==> config.mk <==
export PLATFORM = sky130hd
export DESIGN_NAME = wb_pipe_stage
export DESIGN_NICKNAME = d
export VERILOG_FILES = /design/src/rtl/cpu_pipe_pkg.sv /design/src/rtl/pipe_beat_reg.sv /design/src/rtl/wb_pipe_stage.sv
export SDC_FILE = /design/constraint.sdc
export NUM_CORES = 1
export LEC_CHECK = 0
export ABC_AREA = 1
export CORE_MARGIN = 5
export CORE_UTILIZATION = 55
export DETAILED_ROUTE_END_ITERATION = 8
export DONT_BUFFER_PORTS = 1
export PLACE_DENSITY = 0.75
export SYNTH_ARGS = -nofsm -noshare
export SYNTH_HDL_FRONTEND = slang
export SYNTH_SLANG_ARGS = --single-unit
==> constraint.sdc <==
create_clock -name clk -period 1.8 [get_ports clk]
set_input_delay 0.36 -clock clk [delete_from_list [all_inputs] [get_ports clk]]
set_output_delay 0.36 -clock clk [all_outputs]
set_load 0.05 [all_outputs]
==> src/rtl/cpu_pipe_pkg.sv <==
// Shared pipeline types for the MEM->WB boundary.
// Default beat layout and the hard-wired zero register index.
package cpu_pipe_pkg;

  localparam int unsigned WB_DATA_W = 64;
  localparam int unsigned WB_RD_W   = 5;

  localparam logic [4:0] ZERO_REG_IDX = 5'd31;

  typedef struct packed {
    logic                 regwrite;
    logic [WB_RD_W-1:0]   rd;
    logic [WB_DATA_W-1:0] data;
  } wb_beat_t;

endpackage

==> src/rtl/pipe_beat_reg.sv <==
// W-bit beat register with load enable.
// Ports: clk, rst_n (async low), en_i, d_i, q_o.
module pipe_beat_reg #(
  parameter int unsigned W = 70
) (
  input  logic         clk,
  input  logic         rst_n,
  input  logic         en_i,
  input  logic [W-1:0] d_i,
  output logic [W-1:0] q_o
);

  always_ff @(posedge clk or negedge rst_n) begin
    if (!rst_n) begin
      q_o <= '0;
    end else if (en_i) begin
      q_o <= d_i;
    end
  end

endmodule

==> src/rtl/wb_pipe_stage.sv <==
// MEM->WB stage register: valid/ready, flush, skid, XZR squash.
// Ports: in_* upstream beat, out_* to regfile/forwarding, stall_cnt.
module wb_pipe_stage
  import cpu_pipe_pkg::*;
#(
  parameter int unsigned DATA_W    = 64,
  parameter int unsigned RD_W      = 5,
  parameter int unsigned SKID      = 1,
  parameter int unsigned ZR_SQUASH = 1,
  parameter int unsigned ZERO_REG  = 32'(ZERO_REG_IDX),
  parameter int unsigned CNT_W     = 16
) (
  input  logic              clk,
  input  logic              reset,
  input  logic              flush,
  input  logic              in_valid,
  output logic              in_ready,
  input  logic              in_regwrite,
  input  logic [RD_W-1:0]   in_rd,
  input  logic [DATA_W-1:0] in_data,
  output logic              out_valid,
  input  logic              out_ready,
  output logic              out_regwrite,
  output logic [RD_W-1:0]   out_rd,
  output logic [DATA_W-1:0] out_data,
  input  logic              cnt_clr,
  output logic [CNT_W-1:0]  stall_cnt
);

  typedef struct packed {
    logic              regwrite;
    logic [RD_W-1:0]   rd;
    logic [DATA_W-1:0] data;
  } beat_t;

  localparam int unsigned W = $bits(beat_t);
  localparam logic [RD_W-1:0] ZR = RD_W'(ZERO_REG);

  beat_t in_beat, main_d, main_q, skid_q;
  logic  valid_q, valid_d;
  logic  skid_v_q, skid_v_d;
  logic  main_ld, skid_ld;
  logic  acc, iss, zr_hit;
  logic  [CNT_W-1:0] stall_q;

  assign zr_hit = (ZR_SQUASH != 0) && (in_rd == ZR);

  always_comb begin
    in_beat          = '0;
    in_beat.regwrite = in_regwrite & !zr_hit;
    in_beat.rd       = in_rd;
    in_beat.data     = in_data;
  end

  assign acc = in_valid & in_ready;
  assign iss = valid_q & out_ready;

  // Main reg refills when empty or issuing; the skid entry
  // (if occupied) drains first, which is what keeps FIFO order.
  always_comb begin
    valid_d  = valid_q;
    skid_v_d = skid_v_q;
    main_d   = in_beat;
    main_ld  = 1'b0;
    skid_ld  = 1'b0;
    if (flush) begin
      valid_d  = 1'b0;
      skid_v_d = 1'b0;
    end else if (iss || !valid_q) begin
      main_ld = acc | skid_v_q;
      if (skid_v_q) begin
        main_d   = skid_q;
        valid_d  = 1'b1;
        skid_v_d = 1'b0;
      end else begin
        valid_d = acc;
      end
    end else if (acc) begin
      skid_ld  = 1'b1;
      skid_v_d = 1'b1;
    end
  end

  pipe_beat_reg #(.W(W)) u_main (
    .clk   (clk),
    .rst_n (reset),
    .en_i  (main_ld),
    .d_i   (main_d),
    .q_o   (main_q)
  );

  always_ff @(posedge clk or negedge reset) begin
    if (!reset) begin
      valid_q <= 1'b0;
    end else begin
      valid_q <= valid_d;
    end
  end

  if (SKID != 0) begin : g_skid
    pipe_beat_reg #(.W(W)) u_skid (
      .clk   (clk),
      .rst_n (reset),
      .en_i  (skid_ld),
      .d_i   (in_beat),
      .q_o   (skid_q)
    );

    always_ff @(posedge clk or negedge reset) begin
      if (!reset) begin
        skid_v_q <= 1'b0;
      end else begin
        skid_v_q <= skid_v_d;
      end
    end

    // Registered: no comb path from out_ready.
    assign in_ready = !skid_v_q;
  end else begin : g_noskid
    assign skid_q   = '0;
    assign skid_v_q = 1'b0;
    assign in_ready = out_ready | !valid_q;
  end

  always_ff @(posedge clk or negedge reset) begin
    if (!reset) begin
      stall_q <= '0;
    end else if (cnt_clr) begin
      stall_q <= '0;
    end else if (valid_q && !out_ready && (stall_q != '1)) begin
      stall_q <= stall_q + 1'b1;
    end
  end

  assign out_valid    = valid_q;
  assign out_regwrite = main_q.regwrite & valid_q;
  assign out_rd       = main_q.rd;
  assign out_data     = main_q.data;
  assign stall_cnt    = stall_q;

endmodule

Word-level counts from Yosys, hierarchy flattened
Index checks and enable logic that the tools add are counted.
{"block": "totals", "elab_cells": 39, "reg_bits": 158, "out_inout_bits": 88}
{"block": "op_classes", "reduce_logical": 10, "bitwise": 5, "n_eq_ne": 2, "muxes": 16, "add_sub_neg": 1}
{"cell": "$mux W70", "n": 3}
{"cell": "$mux W16", "n": 2}
{"cell": "$add A16 B1 Y16 const B", "n": 1}
{"cell": "$ne A16 B16 Y1 const B", "n": 1}
{"cell": "$mux W1", "n": 11}
{"cell": "$eq A5 B5 Y1 const B", "n": 1}
{"cell": "$and A1 B1 Y1", "n": 4}
{"cell": "$logic_not A1 Y1", "n": 4}
{"cell": "$reduce_bool A2 Y1", "n": 2}
{"cell": "$reduce_bool A3 Y1", "n": 1}
{"cell": "$logic_and A1 B1 Y1", "n": 2}
{"cell": "$logic_or A1 B1 Y1", "n": 1}
{"cell": "$or A1 B1 Y1", "n": 1}

Longest topological paths before layout
Gate-level depths: netlist (run 1).
{"block": "logic_depth", "word_depth": 6, "ltp_mapped": 10, "mapped_depth_nobuf": 9}

By module
From an unflattened synthesis (run 1), not the netlist that was laid out.
{"block": "unflattened", "hier_cells": 837, "area_unflattened_um2": 7424.6}
{"module": "pipe_beat_reg", "cells_each": 296, "area_each_um2": 2691.3, "n_inst": 2, "seq_area_each_um2": 1751.7}
{"module": "wb_pipe_stage", "cells_each": 245, "area_each_um2": 2042.0, "n_inst": 1, "seq_area_each_um2": 450.4}

Least setup slack after synthesis (run 1)
Ideal clock, no wire load.
{"block": "synth_timing", "path_type": "reg-to-reg", "start": "register stall_q[1], in the netlist stall_cnt[1]", "end": "register stall_q[10], in the netlist stall_cnt[10]", "setup_time_ns": 0.120, "t_arrival_ns": 1.725, "n_path_buf": 1, "path_slack_ns": -0.045, "t_required_ns": 1.680, "stages_incl_launch_ff": 10, "cell_sequence": "dfrtp_1 ha_1 inv_1 nor2_2 nand2_2 nor2_4 nor2_1 buf_2 nand4_1 nand2_1"}
{"block": "synth_between", "elab_chain_len": 3, "elab_cells_between_ends": 6, "classes_between": "1 x add/sub; 1 x eq/ne; 2 x mux; 2 x reduce/logical"}
{"element": "start, declared", "line": "wb_pipe_stage.sv:44", "rtl": "logic [CNT_W-1:0] stall_q;"}
{"element": "start signal, assigned", "line": "wb_pipe_stage.sv:131", "rtl": "stall_q <= stall_q + 1'b1;"}
{"element": "$add A16 B1 Y16 / $ne A16 B16 Y1 (equally long branches)", "line": "wb_pipe_stage.sv:131, wb_pipe_stage.sv:130"}
{"element": "$mux W16 / $logic_and A1 B1 Y1 (equally long branches)", "line": "wb_pipe_stage.sv:130", "rtl": "end else if (valid_q && !out_ready && (stall_q != '1)) begin"}
{"element": "$mux W16 / $reduce_bool A2 Y1 (equally long branches)"}
Parallel ways exist; a longest one is shown, timed or not. The select of a mux whose other input is x is not followed.
A chain may end at the register's enable or synchronous reset.

Final worst setup path (run 1)
{"block": "layout_timing", "start": "register valid_q, in the netlist out_valid", "end": "output out_regwrite"}
{"block": "layout_between", "elab_chain_len": 1}
{"element": "start, declared", "line": "wb_pipe_stage.sv:40", "rtl": "logic valid_q, valid_d;"}
{"element": "start signal, assigned", "line": "wb_pipe_stage.sv:96", "rtl": "valid_q <= valid_d;"}
{"element": "$and A1 B1 Y1", "line": "wb_pipe_stage.sv:136", "rtl": "assign out_regwrite = main_q.regwrite & valid_q;"}
{"element": "end, declared", "line": "wb_pipe_stage.sv:23", "rtl": "output logic out_regwrite,"}
No other way between the ends.

==> results of run 1 <==
==> per-layer routing <==
metal	vias up	track usage, %	routed length [um]
met5	-	0	0
met4	0	6.94	201
met3	20	8.20	1620
met2	203	35.2	8180
met1	2618	27.0	7090
li1	2712	-	-
==> cell usage after synthesis <==
cell type | count | area [um^2]
nand2_1 | 328 | 1230
dfrtp_1 | 158 | 3950
nor2_1 | 94 | 353
o21ai_0 | 74 | 370
buf_4 | 72 | 541
o21ai_1 | 70 | 350
buf_2 | 24 | 120
inv_1 | 16 | 60.1
clkbuf_1 | 14 | 52.6
nand4_1 | 13 | 81.3
nand3_1 | 10 | 50.1
nand2_2 | 7 | 43.8
inv_2 | 5 | 18.8
xor2_1 | 5 | 43.8
o21bai_1 | 4 | 30.0
nor2_2 | 3 | 18.8
buf_6 | 2 | 22.5
nor2_4 | 2 | 22.5
buf_1 | 1 | 3.75
buf_12 | 1 | 20.0
ha_1 | 1 | 12.5
inv_4 | 1 | 6.26
nand3_2 | 1 | 10.0
nor2_8 | 1 | 20.0
o21a_1 | 1 | 7.51
o21ai_4 | 1 | 16.3
o22ai_1 | 1 | 6.26
or2_2 | 1 | 6.26
==> through the flow <==
stage / setup TNS, ns / setup WS [ns] / std cells
final: 0 / 0.136 / 1042
after global placement: -0.418 / -0.0465 / 1011
after global routing: 0 / 0.0472 / 1042
after CTS: 0 / 0.0984 / 1042
after detailed placement: -0.350 / -0.0518 / 1011
after floorplan: 0 / 0.113 / 911
==> report_power, final <==
part	internal [mW]	total, mW	switching, mW	leakage, nW
logic	0.395	0.930	0.535	1.56
registers	4.20	5.59	1.39	2.00
clock network	2.20	3.53	1.32	0.278
total	6.80	10.0	3.25	3.84
==> worst max path at each step <==
stage / end / slack, ns / start
final: out_regwrite / 0.14 / out_valid
after global routing: stall_cnt[10] / 0.05 / stall_cnt[0]
after CTS: out_regwrite / 0.1 / out_valid
after detailed placement: stall_cnt[13] / -0.05 / stall_cnt[0]
after global placement: stall_cnt[2] / -0.05 / stall_cnt[0]
after floorplan: stall_cnt[10] / 0.11 / stall_cnt[5]
==> what timing repair did <==
item	4_1_cts	5_1_grt
buffers inserted	0	0
hold endpoints to repair	158	158
gates resized for setup	1	0
endpoints found under the setup margin	12	0
==> state kept, by name (all words and copies together) (netlist names) <==
register           flops
u_main.q_o            70
g_skid.u_skid.q_o     70
out_valid              1
stall_cnt             16
skid_v_q               1
==> logic make-up (layout without fill, tap and decap cells) <==
kind of cell | after synthesis | count (layout)
flip-flops | 158 | 158
adder cells (fa/ha/maj) | 1 | 1
XOR/XNOR | 5 | 5
AND/OR/NAND/NOR | 460 | 460
buffers and inverters | 136 | 91
AO/OA/AOI/OAI | 151 | 151
==> final cells by class <==
cell class	count	area (um^2)	share of cell area, %
multi-input cells	617	2680	33.9
well taps	176	220	2.79
clock inverters	7	113	1.42
clock buffers	24	462	5.84
inverters	22	85.1	1.08
flip-flops and latches	158	3960	50.1
repair buffers	38	385	4.88
==> results.toml, run 1 <==
[critical_path]
regToRegSetupSlack_ns = 0.16
crit_family = "buffers and inverters"
critical_path.cell_chain = "buf_4, nand2_1, inv_1, buf_12"
path_class = "reg2out"
r2r-start = "stall_cnt[0]"
cp_num_buf_inv = 3
reg2reg_depth = 10
critPathMaxFanout = 2
reg2reg_to = "stall_cnt[3]"
critical_path.slowest_cell = "dfrtp_1"
cpPeakStageDelay_ns = 0.36
arrival_ns = 1.30
crit_required_ns = 1.44
cp.depth = 4
crit_path_end_kind = "output pin"
crit_path_start_kind = "register"

[sta]
finalCritPeriodShare_pct = 92.4
rsz0062_at_grt = "false"
slew_violations = 0
max_slew_margin_pct = 63.2
hold_slack_ns = -0.354
worst_pin_slew_ns = 0.552
fmax_mhz = 601
hold_viol_final = 158
layout_min_cycle_time_ns = 1.66
final-setup-viol-count = 0
fin_worst_skew_ns = 0.00647

[cells_and_area]
diodes = 0
final_common_cell = "nand2_1"
nets = 931
fillers = 1177
fin_area_um2 = 7900
drive_above_1_share_pct = 10.2
final_util_pct = 59.4
area_growth_pct = 5.76
final_cell_mix = "328 x nand2_1, 156 x dfrtp_1, 93 x nor2_1, 74 x o21ai_0, 70 x o21ai_1"

[power_and_ir_drop]
p_leak_nw = 3.84
ir_worst_vdd_mv = 0.824
power.total_mw = 10.0
power_density_nw_per_um2 = 1270

[synthesis]
synth_compound_area_share_pct = 10.4
yosysWarnings = 0
synth-seq-cells = 158
ys_types = 28
synth_area_um2 = 7470
avgSynthCellArea_um2 = 8.20
synth-adder-area-share_pct = 0.167
synth-simple-area-share_pct = 24.6
synth-seq-area-share_pct = 52.9
synth_top_family_by_area = "simple AND/OR/NAND/NOR gates"
synth_fp_nets = 988
synth-xor-area-share_pct = 0.586
muxShareOfSynthArea_pct = 0
syn-instance-count = 911

[hold_path]
min_path_type = "in2async"

[status]
violations = "hold timing"
status = "complete, but fails checks"

[drt]
wire_per_inst_um = 16.4
via_count = 5553
dr.first_iter.drc_count = 357
drt-total-wl_um = 17100
drc = 0
drtAntennaViolNets = 0
vias_per_cell = 5.33
drtPass1Iterations = 4

[placement]
place_area_um2 = 7330
hpwlAfterDp_um = 10700
place_congestion = 0.831
portBuffers = 0

[grt]
grt_pass1_wl_um = 28000
grt_usage_pct = 21.7
grt_antenna_before_repair = 0
grt_pass1_vias = 5413
overflow = 0
grt_max_degree = 159

[clock_tree]
htreeDepth = 4
clock-sinks = 158
clk_latency_ns = 0.42
clk_pin_slew_worst_paths_ns = 0.06
ctsLongestPathBuffers = 2
cts_buffers = 17
cts_tree = "yes"
cts_root_buffer = "clkbuf_16"

[die]
die_area_um2 = 16000
rows = 42
die_w_um = 127
start_util_pct = 56.2
fp.dieH_um = 127
core_um2 = 13300
io_pins = 164

[job]
maxCapViolCount = 0
No activity file was read; power rests on OpenSTA's default activity.
==> run 2: changes to the inputs <==
ABC_AREA = 0   (was 1)
==> run 2 against run 1 <==
The flow still finishes with violations (hold timing). Critical path depth rose by 1. Global-route usage fell by 2.5 points. Critical path type is now reg2reg. Power rose by 0.16%. Via count fell by 22%. First-iteration DRC count fell by 21%. Clock power rose by 7.4%. Critical endpoint is now stall_cnt[10].
==> results.toml, run 2 <==
[drt]
drc = 0
drtAntennaViolNets = 0
drtPass1Iterations = 4
vias_per_cell = 5.68
via_count = 4358
wire_per_inst_um = 18.9
drt-total-wl_um = 14500
dr.first_iter.drc_count = 282

[die]
io_pins = 164
core_um2 = 13100
start_util_pct = 55.5
rows = 42
die_area_um2 = 15600
fp.dieH_um = 125
die_w_um = 125

[grt]
overflow = 0
grt_max_degree = 159
grt_usage_pct = 19.3
grt_pass1_wl_um = 24200
grt_antenna_before_repair = 1
grt_pass1_vias = 4753

[cells_and_area]
diodes = 0
drive_above_1_share_pct = 26.6
fillers = 1051
stdcell_count = 767
area_growth_pct = 7.56
final_util_pct = 59.7
final_cell_mix = "142 x dfrtp_1, 76 x nand2_1, 76 x o21ai_0, 70 x mux2_2, 69 x mux2i_1"
nets = 655
final_common_cell = "dfrtp_1"

[critical_path]
crit_required_ns = 2.13
critical_path.cell_chain = "ha_4, nand3_2, or3_4, or4_1, a21oi_2"
crit_end = "stall_cnt[10]"
crit_path_start_kind = "register"
cp.depth = 5
regToRegSetupSlack_ns = 0.04
cpPeakStageDelay_ns = 0.44
critPathMaxFanout = 8
reg2reg_to = "stall_cnt[10]"
crit_family = "simple AND/OR/NAND/NOR gates"
r2r-start = "stall_cnt[1]"
path_class = "reg2reg"
cp_num_buf_inv = 0
arrival_ns = 2.09
startpoint = "stall_cnt[1]"
reg2reg_depth = 5
critical_path.slowest_cell = "or4_1"
crit_path_end_kind = "register"

[sta]
hold_slack_ns = -0.358
slew_violations = 0
final-setup-viol-count = 0
fin_worst_skew_ns = 0.00638
worst_pin_slew_ns = 0.599
fmax_mhz = 568
max_slew_margin_pct = 59.9
finalCritPeriodShare_pct = 97.9
layout_min_cycle_time_ns = 1.76
rsz0062_at_grt = "false"
hold_viol_final = 158

[clock_tree]
cts.hold.buffers_added = 2
cts_tree = "yes"
clock-sinks = 158
clk_pin_slew_worst_paths_ns = 0.06
cts_buffers = 17
htreeDepth = 4
cts_root_buffer = "clkbuf_16"
clk_latency_ns = 0.42
ctsLongestPathBuffers = 2

[synthesis]
synth_compound_area_share_pct = 7.49
synthTopCellsByCount = "158 x dfrtp_1, 76 x nand2_1, 76 x o21ai_0"
post-synth-top-count-cell = "dfrtp_1"
async_reset_ff_share_pct = 100
ys_types = 34
synth_edf_count = 0
muxShareOfSynthArea_pct = 20.5
synth_fp_nets = 708
synth-xor-area-share_pct = 0
synth_top_family_by_area = "multiplexers"
synth-adder-area-share_pct = 0.172
syn-instance-count = 631
synth_area_um2 = 7260
yosysWarnings = 0
synth-seq-cells = 158
yosysTopAreaCellShare_pct = 54.4
ys.flop_type = "dfrtp_1"
synth-seq-area-share_pct = 54.4
synth-simple-area-share_pct = 7.99
avgSynthCellArea_um2 = 11.5
synth_area_leaders = "dfrtp_1 54%, mux2_2 11%, mux2i_1 9.5%, buf_4 7.1%, o21ai_0 5.2%"
yosys.area.top_type = "dfrtp_1"

[power_and_ir_drop]
p_leak_nw = 3.27
ir_worst_vdd_mv = 0.747
power_density_nw_per_um2 = 1290

[placement]
place_congestion = 0.801
place_inst = 732
hpwlAfterDp_um = 10000
portBuffers = 0

[status]
violations = "hold timing"
status = "complete, but fails checks"

[hold_path]
min_path_type = "in2async"

[job]
maxCapViolCount = 0
==> run 2: cell types whose count changed after synthesis, moves of 13 or more <==
cell      change
a21oi_1      +16
buf_2        -17
clkbuf_1     +13
inv_1        -14
mux2_2       +70
mux2i_1      +69
nand2_1     -252
nor2_1       -91
o21ai_1      -70
==> run 2: worst reg2reg max path, cell delays in order, from the launching register on <==
cell and delay, ns:
dfrtp_2 0.38, ha_4 0.16, nand3_2 0.09, or3_4 0.43
or4_1 0.44, a21oi_2 0.16
==> run 2: worst min path at each step <==
stage                                 endpoint  slack (ns)
after floorplan           g_skid.u_skid.q_o[0]        0.06
after global placement           stall_cnt[15]        0.07
after detailed placement         stall_cnt[13]        0.07
after CTS                        stall_cnt[14]       -0.38
after global routing             stall_cnt[14]       -0.39
final                            stall_cnt[13]       -0.36
==> run 2: stage by stage <==
| stage | total power [mW] | setup TNS, ns | setup WS (ns) | hold slack (ns) | instance area, um^2 |
|---|---|---|---|---|---|
| 3_5_place_dp | 6.37 | -0.0152 | -0.0152 | 0.0685 | 7150 |
| 3_3_place_gp | 6.25 | 0 | 0.106 | 0.0687 | 7150 |
| 2_1_floorplan | 6.45 | -0.375 | -0.121 | 0.0644 | 7350 |
| 4_1_cts | 10.2 | 0 | 0.0238 | -0.383 | 7800 |
| 6_report | 10.1 | 0 | 0.0381 | -0.358 | 7810 |
| 5_1_grt | 10.5 | 0 | 0.00358 | -0.392 | 7810 |
==> run 2: layer usage <==
layer  share of wire (%)  GRT usage [%]
met1                  38           21.7
met2                  50           32.2
met3                  10           9.99
met4                 1.7           5.48
met5               0.048              0
==> run 2: cells by family after synthesis <==
logic type               after synthesis
AO/OA/AOI/OAI                        103
multiplexers                         140
flip-flops                           158
buffers and inverters                108
AND/OR/NAND/NOR                      121
adder cells (fa/ha/maj)                1
==> run 2: area by class of cell <==
cell class,instances,area (um^2),area share (%)
Sequential cell,158,3970,50.9
Multi-Input combinational cell,365,2680,34.2
Clock buffer,22,464,5.94
Timing Repair Buffer,34,310,3.97
Tap cell,176,220,2.82
Clock inverter,10,160,2.05
Inverter,2,7.51,0.0961
==> run 2: timing repair <==
action / 4_1_cts / 5_1_grt
endpoints found under the setup margin: 1 / 9
pin swaps: 0 / 2
endpoints found under the hold margin: 175 / 158
buffers inserted: 0 / 1
gates resized for setup: 1 / 2
==> run 2: where the power goes <==
part	total, mW	internal, mW	leakage (nW)	switching, mW
sequential	5.46	4.19	1.95	1.27
clock	3.79	2.40	0.304	1.39
combinational	0.816	0.473	1.02	0.343
